## src/rtl/sel_mux_pipe_stage_if.sv

```systemverilog
// sel_mux_pipe_stage_if: input/output handshake bundle of the registered select stage
interface sel_mux_pipe_stage_if #(
    parameter int WIDTH = 5,
    parameter int N_IN  = 2,
    parameter int SEL_W = 1
) ();
    logic [N_IN*WIDTH-1:0] in_data;
    logic [SEL_W-1:0]      sel;
    logic                  in_valid;
    logic                  in_ready;
    logic [WIDTH-1:0]      out_data;
    logic                  out_sel_err;
    logic                  out_valid;
    logic                  out_ready;
    logic [7:0]            err_count;
    modport master (
        output in_data, sel, in_valid, out_ready,
        input  in_ready, out_data, out_sel_err, out_valid, err_count
    );
    modport slave (
        input  in_data, sel, in_valid, out_ready,
        output in_ready, out_data, out_sel_err, out_valid, err_count
    );
endinterface

```

## src/rtl/sel_mux_pipe_stage.sv

```systemverilog
// sel_mux_pipe_stage: N-input registered select stage behind a 2-entry skid buffer
// In_Ready comes from registered state only, so it never depends on Out_Ready.
module sel_mux_pipe_stage #(
    parameter int WIDTH = 5,
    parameter int N_IN  = 2,
    parameter int SEL_W = 1
) (
    input logic clk,
    input logic reset,
    sel_mux_pipe_stage_if.slave bus
);
    localparam int NW = 2 ** SEL_W;
    typedef enum logic [1:0] {EMPTY, ONE, FULL} state_t;
    state_t state, state_n;
    logic [WIDTH-1:0] words [NW];
    logic [NW-1:0] oob;
    logic [WIDTH-1:0] main_d, skid_d, sel_d;
    logic main_e, skid_e, sel_e, in_ready, out_valid, accept, pop, load_main;
    logic [7:0] err_cnt;
    // Unused select codes map to a zero word flagged as out of range
    for (genvar k = 0; k < NW; k++) begin : g_w
        if (k < N_IN) begin : g_in
            assign words[k] = bus.in_data[k*WIDTH +: WIDTH];
            assign oob[k] = 1'b0;
        end else begin : g_oob
            assign words[k] = '0;
            assign oob[k] = 1'b1;
        end
    end
    assign sel_d = words[bus.sel];
    assign sel_e = oob[bus.sel];
    assign in_ready = state != FULL;
    assign out_valid = state != EMPTY;
    assign accept = bus.in_valid & in_ready;
    assign pop = out_valid & bus.out_ready;
    assign load_main = state == FULL ? pop : accept & (state == EMPTY | pop);
    assign bus.in_ready = in_ready;
    assign bus.out_valid = out_valid;
    assign bus.out_data = main_d;
    assign bus.out_sel_err = main_e;
    assign bus.err_count = err_cnt;
    always_comb begin
        state_n = state;
        case (state)
            EMPTY:   state_n = accept ? ONE : EMPTY;
            ONE:     state_n = (accept & !pop) ? FULL : (!accept & pop) ? EMPTY : ONE;
            FULL:    state_n = pop ? ONE : FULL;
            default: state_n = EMPTY;
        endcase
    end
    always_ff @(posedge clk or posedge reset) begin
        if (reset) state <= EMPTY;
        else state <= state_n;
    end
    always_ff @(posedge clk or posedge reset) begin
        if (reset) begin
            main_d  <= '0;
            main_e  <= 1'b0;
            skid_d  <= '0;
            skid_e  <= 1'b0;
            err_cnt <= 8'd0;
        end else begin
            if (load_main) begin
                main_d <= state == FULL ? skid_d : sel_d;
                main_e <= state == FULL ? skid_e : sel_e;
            end
            if (accept & state == ONE & !pop) begin
                skid_d <= sel_d;
                skid_e <= sel_e;
            end
            if (accept & sel_e & err_cnt != 8'hff) err_cnt <= err_cnt + 8'd1;
        end
    end
endmodule
```

## src/flat_wrapper.sv

```systemverilog
// flat-port wrapper written by rule: the top's interface ports become plain ports
module sel_mux_pipe_stage_flat 
#(
    parameter int WIDTH = 5,
    parameter int N_IN  = 2,
    parameter int SEL_W = 1
)
  (clk, reset, bus_in_data, bus_sel, bus_in_valid, bus_out_ready, bus_in_ready, bus_out_data, bus_out_sel_err, bus_out_valid, bus_err_count);
  sel_mux_pipe_stage_if #(.WIDTH(WIDTH), .N_IN(N_IN), .SEL_W(SEL_W)) bus_i ();
  input logic clk;
  input logic reset;
  input wire logic [$bits(bus_i.in_data)-1:0] bus_in_data;
  input wire logic [$bits(bus_i.sel)-1:0] bus_sel;
  input wire logic [$bits(bus_i.in_valid)-1:0] bus_in_valid;
  input wire logic [$bits(bus_i.out_ready)-1:0] bus_out_ready;
  output wire logic [$bits(bus_i.in_ready)-1:0] bus_in_ready;
  output wire logic [$bits(bus_i.out_data)-1:0] bus_out_data;
  output wire logic [$bits(bus_i.out_sel_err)-1:0] bus_out_sel_err;
  output wire logic [$bits(bus_i.out_valid)-1:0] bus_out_valid;
  output wire logic [$bits(bus_i.err_count)-1:0] bus_err_count;
  assign bus_i.in_data = bus_in_data;
  assign bus_i.sel = bus_sel;
  assign bus_i.in_valid = bus_in_valid;
  assign bus_i.out_ready = bus_out_ready;
  assign bus_in_ready = bus_i.in_ready;
  assign bus_out_data = bus_i.out_data;
  assign bus_out_sel_err = bus_i.out_sel_err;
  assign bus_out_valid = bus_i.out_valid;
  assign bus_err_count = bus_i.err_count;
  sel_mux_pipe_stage #(.WIDTH(WIDTH), .N_IN(N_IN), .SEL_W(SEL_W)) u_core (.clk(clk), .reset(reset), .bus(bus_i));
endmodule
```

## config.mk

```make
export PLATFORM = sky130hd
export DESIGN_NAME = sel_mux_pipe_stage_flat
export DESIGN_NICKNAME = d
export VERILOG_FILES = /design/src/rtl/sel_mux_pipe_stage_if.sv /design/src/rtl/sel_mux_pipe_stage.sv /design/src/flat_wrapper.sv
export SDC_FILE = /design/constraint.sdc
export NUM_CORES = 1
export LEC_CHECK = 0
export ABC_AREA = 1
export CAP_MARGIN = 20
export CORE_MARGIN = 2
export CORE_UTILIZATION = 47
export CTS_BUF_LIST = sky130_fd_sc_hd__clkbuf_4
export DETAILED_ROUTE_END_ITERATION = 10
export PLACE_DENSITY_LB_ADDON = 0.1
export RECOVER_POWER = 100
export SYNTH_ARGS = -nofsm -noshare
export SYNTH_HDL_FRONTEND = slang
export SYNTH_SLANG_ARGS = --single-unit
```

## constraint.sdc

```tcl
create_clock -name clk -period 1.85 [get_ports clk]
set_clock_uncertainty 0.2 [all_clocks]
set_input_delay 0.185 -clock clk [delete_from_list [all_inputs] [get_ports clk]]
set_output_delay 0.185 -clock clk [all_outputs]
set_load 0.05 [all_outputs]
```

* After elaboration in Yosys (flattened, before gate mapping)
Cells that the tools add are included.
** Storage, ports and cells
- Output and inout bits :: 16
- Word-level logic and storage cells :: 40
- Flip-flop bits (word level) :: 22
- Bits of input ports :: 15
** Cells by class
- Reductions and logical operators :: 4
- Eq/ne operators :: 4
- Mux-type cells :: 12
- $lt $le $gt $ge :: 2
- Add/sub/neg operators :: 1
- Bitwise gates (word level) :: 11
** Operators by type and width (number)
- two-way mux 5 bit :: 4
- AND 1 bit :: 9
- adder 8 x 1 -> 8 bit, second input constant :: 1
- inequality test 8 bit, second input constant :: 1
- case mux 2 bit (3 select lines) :: 1
- two-way mux 1 bit :: 5
- two-way mux 2 bit :: 2
- == test 2 x 1 -> 1 bit, second input constant :: 1
- == test 2 bit, second input constant :: 1
- >= comparator 2 bit, second input constant :: 1
- zero test 1 bit :: 2
- zero test 2 bit :: 1
- < comparator 1 x 2 -> 1 bit, second input constant :: 1
- inequality test 2 bit, second input constant :: 1
- inverter 1 -> 2 bit :: 1
- nonzero test 2 bit :: 1
- OR 1 bit :: 1

* Logic depth before layout (Yosys ltp)
- Depth in word-level cells :: 7
- Gate-level depth with buffers :: 6
- Depth with buffers taken out :: 6

* Worst setup path before layout
No wires, ideal clock.
- Path kind :: flip-flop to flip-flop
- Start point :: reg u_core.state[0]
- End point :: reg u_core.state[1]
- Arrival :: 1078 ps
- Slack :: 453 ps
- Library setup time :: 119 ps
- Required time :: 1531 ps
- Period minus slack after synthesis :: 1397 ps
- Stages on the path, launching flop included :: 5
- Path buffers :: 0
- Path through :: dfrtp_1 -> inv_2 -> nand2_2 -> o21ai_0 -> and2_1
** On the way
- Elaborated cells on any way between the ends :: 12
- Classes of those cells :: 3 x eq/ne; 3 x mux; 3 x bitwise; 3 x reduce/logical
** RTL lines
- start, declared :: line sel_mux_pipe_stage.sv:14 : state_t state, state_n;
- start signal, assigned :: line sel_mux_pipe_stage.sv:53 : else state <= state_n;
- inequality test 2 bit :: line sel_mux_pipe_stage.sv:32 : assign in_ready = state != FULL;
- net bus_in_ready :: line flat_wrapper.sv:16 : output wire logic [$bits(bus_i.in_ready)-1:0] bus_in_ready;
- AND 1 bit :: line sel_mux_pipe_stage.sv:34 : assign accept = bus.in_valid & in_ready;
- AND 1 bit :: line sel_mux_pipe_stage.sv:46 : ONE: state_n = (accept & !pop) ? FULL : (!accept & pop) ? EMPTY : ONE;
- two-way mux 2 bit :: line sel_mux_pipe_stage.sv:46
- case mux 2 bit (3 select lines) :: line sel_mux_pipe_stage.sv:44 : case (state)
- net u_core.state_n[1] :: line sel_mux_pipe_stage.sv:14
The timed path passes the listed nets, and every way through them passes these cells.
A chain may end at the register's enable or synchronous reset.

* Final worst setup path
- Start point :: reg u_core.state[0]
- End point :: out bus_in_ready
** On the way
- Word-level cells in the longest chain between the ends :: 1
** Ends and longest elaborated chain (line)
- inequality test 2 bit :: sel_mux_pipe_stage.sv:32
- end, declared :: flat_wrapper.sv:16
Every way passes these cells.

==> results.sh <==
export IMPL_ys_ff_latch=12
export IMPL_crit_path_start_kind="register"
export IMPL_wl_met2_um=678
export IMPL_yosys_warnings=0
export IMPL_nFillCells=148
export IMPL_grt_max_degree=13
export IMPL_setup_tns_ps=0
export IMPL_pin_count=31
export IMPL_antenna_left=0
export IMPL_ys_types=15
export IMPL_initial_core_util=0.4983
export IMPL_synthXorXnorAreaFrac=0
export IMPL_dr_pass1_iters=4
export IMPL_internal_power_w=0.0005216
export IMPL_drive_gt1_frac=0.08333
export IMPL_synthMuxAreaShare=0
export IMPL_placed_cells=144
export IMPL_yosys_area_share_adder=0
export IMPL_antenna_found_initial=0
export IMPL_drv_cap=0
export IMPL_die_width_um=43.97
export IMPL_max_slew_margin=0.6032
export IMPL_die_y_um=43.97
export IMPL_drtIter0Drc=4
export IMPL_peakVddDrop_mv=0.6573
export IMPL_cts_setup_buffers=0
export IMPL_hp_class="primary input to asynchronous set/reset pin"
export IMPL_avgRoutedWirePerCell_um=9.851
export IMPL_finalSetupViolCount=0
export IMPL_cp_required_ps=1460
export IMPL_rsz0062_at_grt="false"
export IMPL_synth_compound_area_frac=0.05833
export IMPL_synth_simple_gate_area_share=0.3617
export IMPL_place_area_sq_um=938.4
export IMPL_r2r_end="u_core.bus.out_data[1]"
export IMPL_fin_ws_ps=199.1
export IMPL_grt_pass1_wl_mm=2.339
export IMPL_overflow=0
export IMPL_cts_made_buffers=3
export IMPL_cts_sinks=12
export IMPL_hold_buffers=0
export IMPL_syn_area_sq_um=750.7
export IMPL_clock_path_buffers=2
export IMPL_die_area_sq_um=1933
export IMPL_p_clk_frac=0.174
export IMPL_crit_start="u_core.state[0]"
export IMPL_run_status="finished clean"
export IMPL_hpwl_mm=1.150
export IMPL_final_nets=148
export IMPL_clk_latency_ps=280
export IMPL_pwr_share_comb=0.412
export IMPL_hold_viol=0
export IMPL_cp_endpoint="bus_in_ready"
export IMPL_tightest_slew_ps=597.8
export IMPL_synth_top_family_by_area="simple AND/OR/NAND/NOR gates"
export IMPL_reg2reg_slack_ps=340
export IMPL_cts_tree="built"
export IMPL_critical_path_class="register to primary output"
export IMPL_htreeDepth=1
export IMPL_critPathMaxFanout=8
export IMPL_synth_sequential_area_ratio=0.4000
export IMPL_highest_layer="met4"
export IMPL_place_congestion=0.8191
export IMPL_fmax_ghz=0.6057
export IMPL_routed_wl_mm=1.458
export IMPL_viasPerCell=4.534
export IMPL_met1_length_um=672
export IMPL_coreArea_sq_um=1506
export IMPL_clk_pin_slew_ps=80
export IMPL_grt_usage=0.1677
export IMPL_final_cell_count_no_fill=148
export IMPL_cp_arrival_ps=1270
export IMPL_cts_resized=0
export IMPL_numPortBuffers=21
export IMPL_min_period_over_period=0.8924
export IMPL_row_count=14
export IMPL_r2r_start="u_core.state[0]"
export IMPL_power_leakage_nw=0.5299
export IMPL_rr_worst_depth=6
export IMPL_pre_cts_ws_ps=313.0
export IMPL_drc=0
export IMPL_num_antenna_cells=0
export IMPL_finalCriticalPeriod_ps=1651
export IMPL_p_sw_frac=0.4454
export IMPL_maxSlewViolCount=0
export IMPL_stdcell_area_sq_um=930.9
export IMPL_num_vias=671
export IMPL_first_global_vias=625
export IMPL_synth_avg_cell_area_sq_um=6.951
export IMPL_clockRootBuffer="clkbuf_4"
export IMPL_area_growth_pct=24.00
export IMPL_pwr_share_seq=0.413
export IMPL_syn_instance_count=108
export IMPL_endpoint_kind="primary output"
export IMPL_p_per_area_nw_per_um2=1010
export IMPL_power_switching_w=0.0004189
export IMPL_routed_wl_met3_um=83
[layout make-up]
type                    instances  area (sq um)  area share
repair buffers                 21         186.4      0.2003
well taps                      16         20.02     0.02151
clock buffers                   3         22.52     0.02419
clock inverters                 1         3.754    0.004032
flip-flops and latches         12         300.3      0.3226
inverters                      17         63.81     0.06855
multi-input cells              78         334.1      0.3589
[power groups by stage]
stage / registers, W / logic, W / clock network (W)
2_1_floorplan: 0.000485 / 0.000213 / 0
3_3_place_gp: 0.000390 / 0.000420 / 0
3_5_place_dp: 0.000394 / 0.000422 / 0
4_1_cts: 0.000390 / 0.000423 / 0.000173
5_1_grt: 0.000394 / 0.000423 / 0.000182
6_report: 0.000389 / 0.000388 / 0.000164
[worst min path at each step]
stage	start	to	slack, ps	cells past startpoint
floorplan	reset	u_core.bus.out_data[0]	-150	1
global placement	u_core.bus.out_data[3]	u_core.bus.out_data[3]	270	2
detailed placement	u_core.bus.out_data[3]	u_core.bus.out_data[3]	270	2
CTS	reset	u_core.bus.out_data[3]	20	2
global route	reset	u_core.bus.out_data[3]	200	2
finish	reset	u_core.bus.out_data[3]	150	2
[critical path, cell delays in order, from the launching register on]
cell and delay, ps:
dfrtp_1 460, inv_2 70, nand2_1 220, buf_12 240
[cell usage in the layout (no fill, tap or decap), types with 2 or more instances in the layout]
| master | Yosys | routed |
|---|---|---|
| clkbuf_4 | 0 | 3 |
| dfrtp_1 | 12 | 12 |
| o21ai_0 | 7 | 7 |
| nand3_1 | 5 | 5 |
| nand2_1 | 46 | 47 |
| nand4_1 | 1 | 2 |
| nor2_2 | 4 | 3 |
| conb_1 | 1 | 9 |
| clkdlybuf4s50_1 | 0 | 13 |
| inv_1 | 15 | 16 |
| clkbuf_1 | 0 | 5 |
[per-stage QoR]
stage,power (W),hold slack (ps),utilization
after floorplan,0.0006978,-150.3,-
after global routing,0.0009993,195.1,0.6179
after CTS,0.0009850,23.10,0.6404
after detailed placement,0.0008161,272.1,0.6229
after global placement,0.0008101,268.6,0.6229
final,0.0009405,147.4,0.6179
[cell usage after synthesis]
master   instances  area share
nand2_1         46        0.23
conb_1           1      0.0050
nand2_2          2       0.017
dfrtp_1         12        0.40
nor2_2           4       0.033
inv_1           15       0.075
inv_2            2       0.010
and2_1           1      0.0083
nand4_1          1      0.0083
o21ai_2          1       0.012
buf_4            9       0.090
o21ai_0          7       0.047
nor2_4           1       0.015
nand4_2          1       0.017
nand3_1          5       0.033
[registers in the layout, summed over array words and instances, names as in the netlist]
| signal | count |
|---|---|
| u_core.bus.out_data | 5 |
| u_core.skid_d | 5 |
| u_core.state | 2 |
[kinds of logic after synthesis]
| group | count (synthesis) |
|---|---|
| AOI/OAI and AO/OA | 8 |
| buffers and inverters | 26 |
| DFF | 12 |
| other | 1 |
| and+or+nand+nor | 61 |
[per-layer routing]
metal,global-route usage,up-vias
met5,0,-
met4,0.07879,0
met3,0.07500,4
met2,0.2765,16
met1,0.1828,296
li1,-,355
Note: power is estimated with default switching activity, not from simulation.
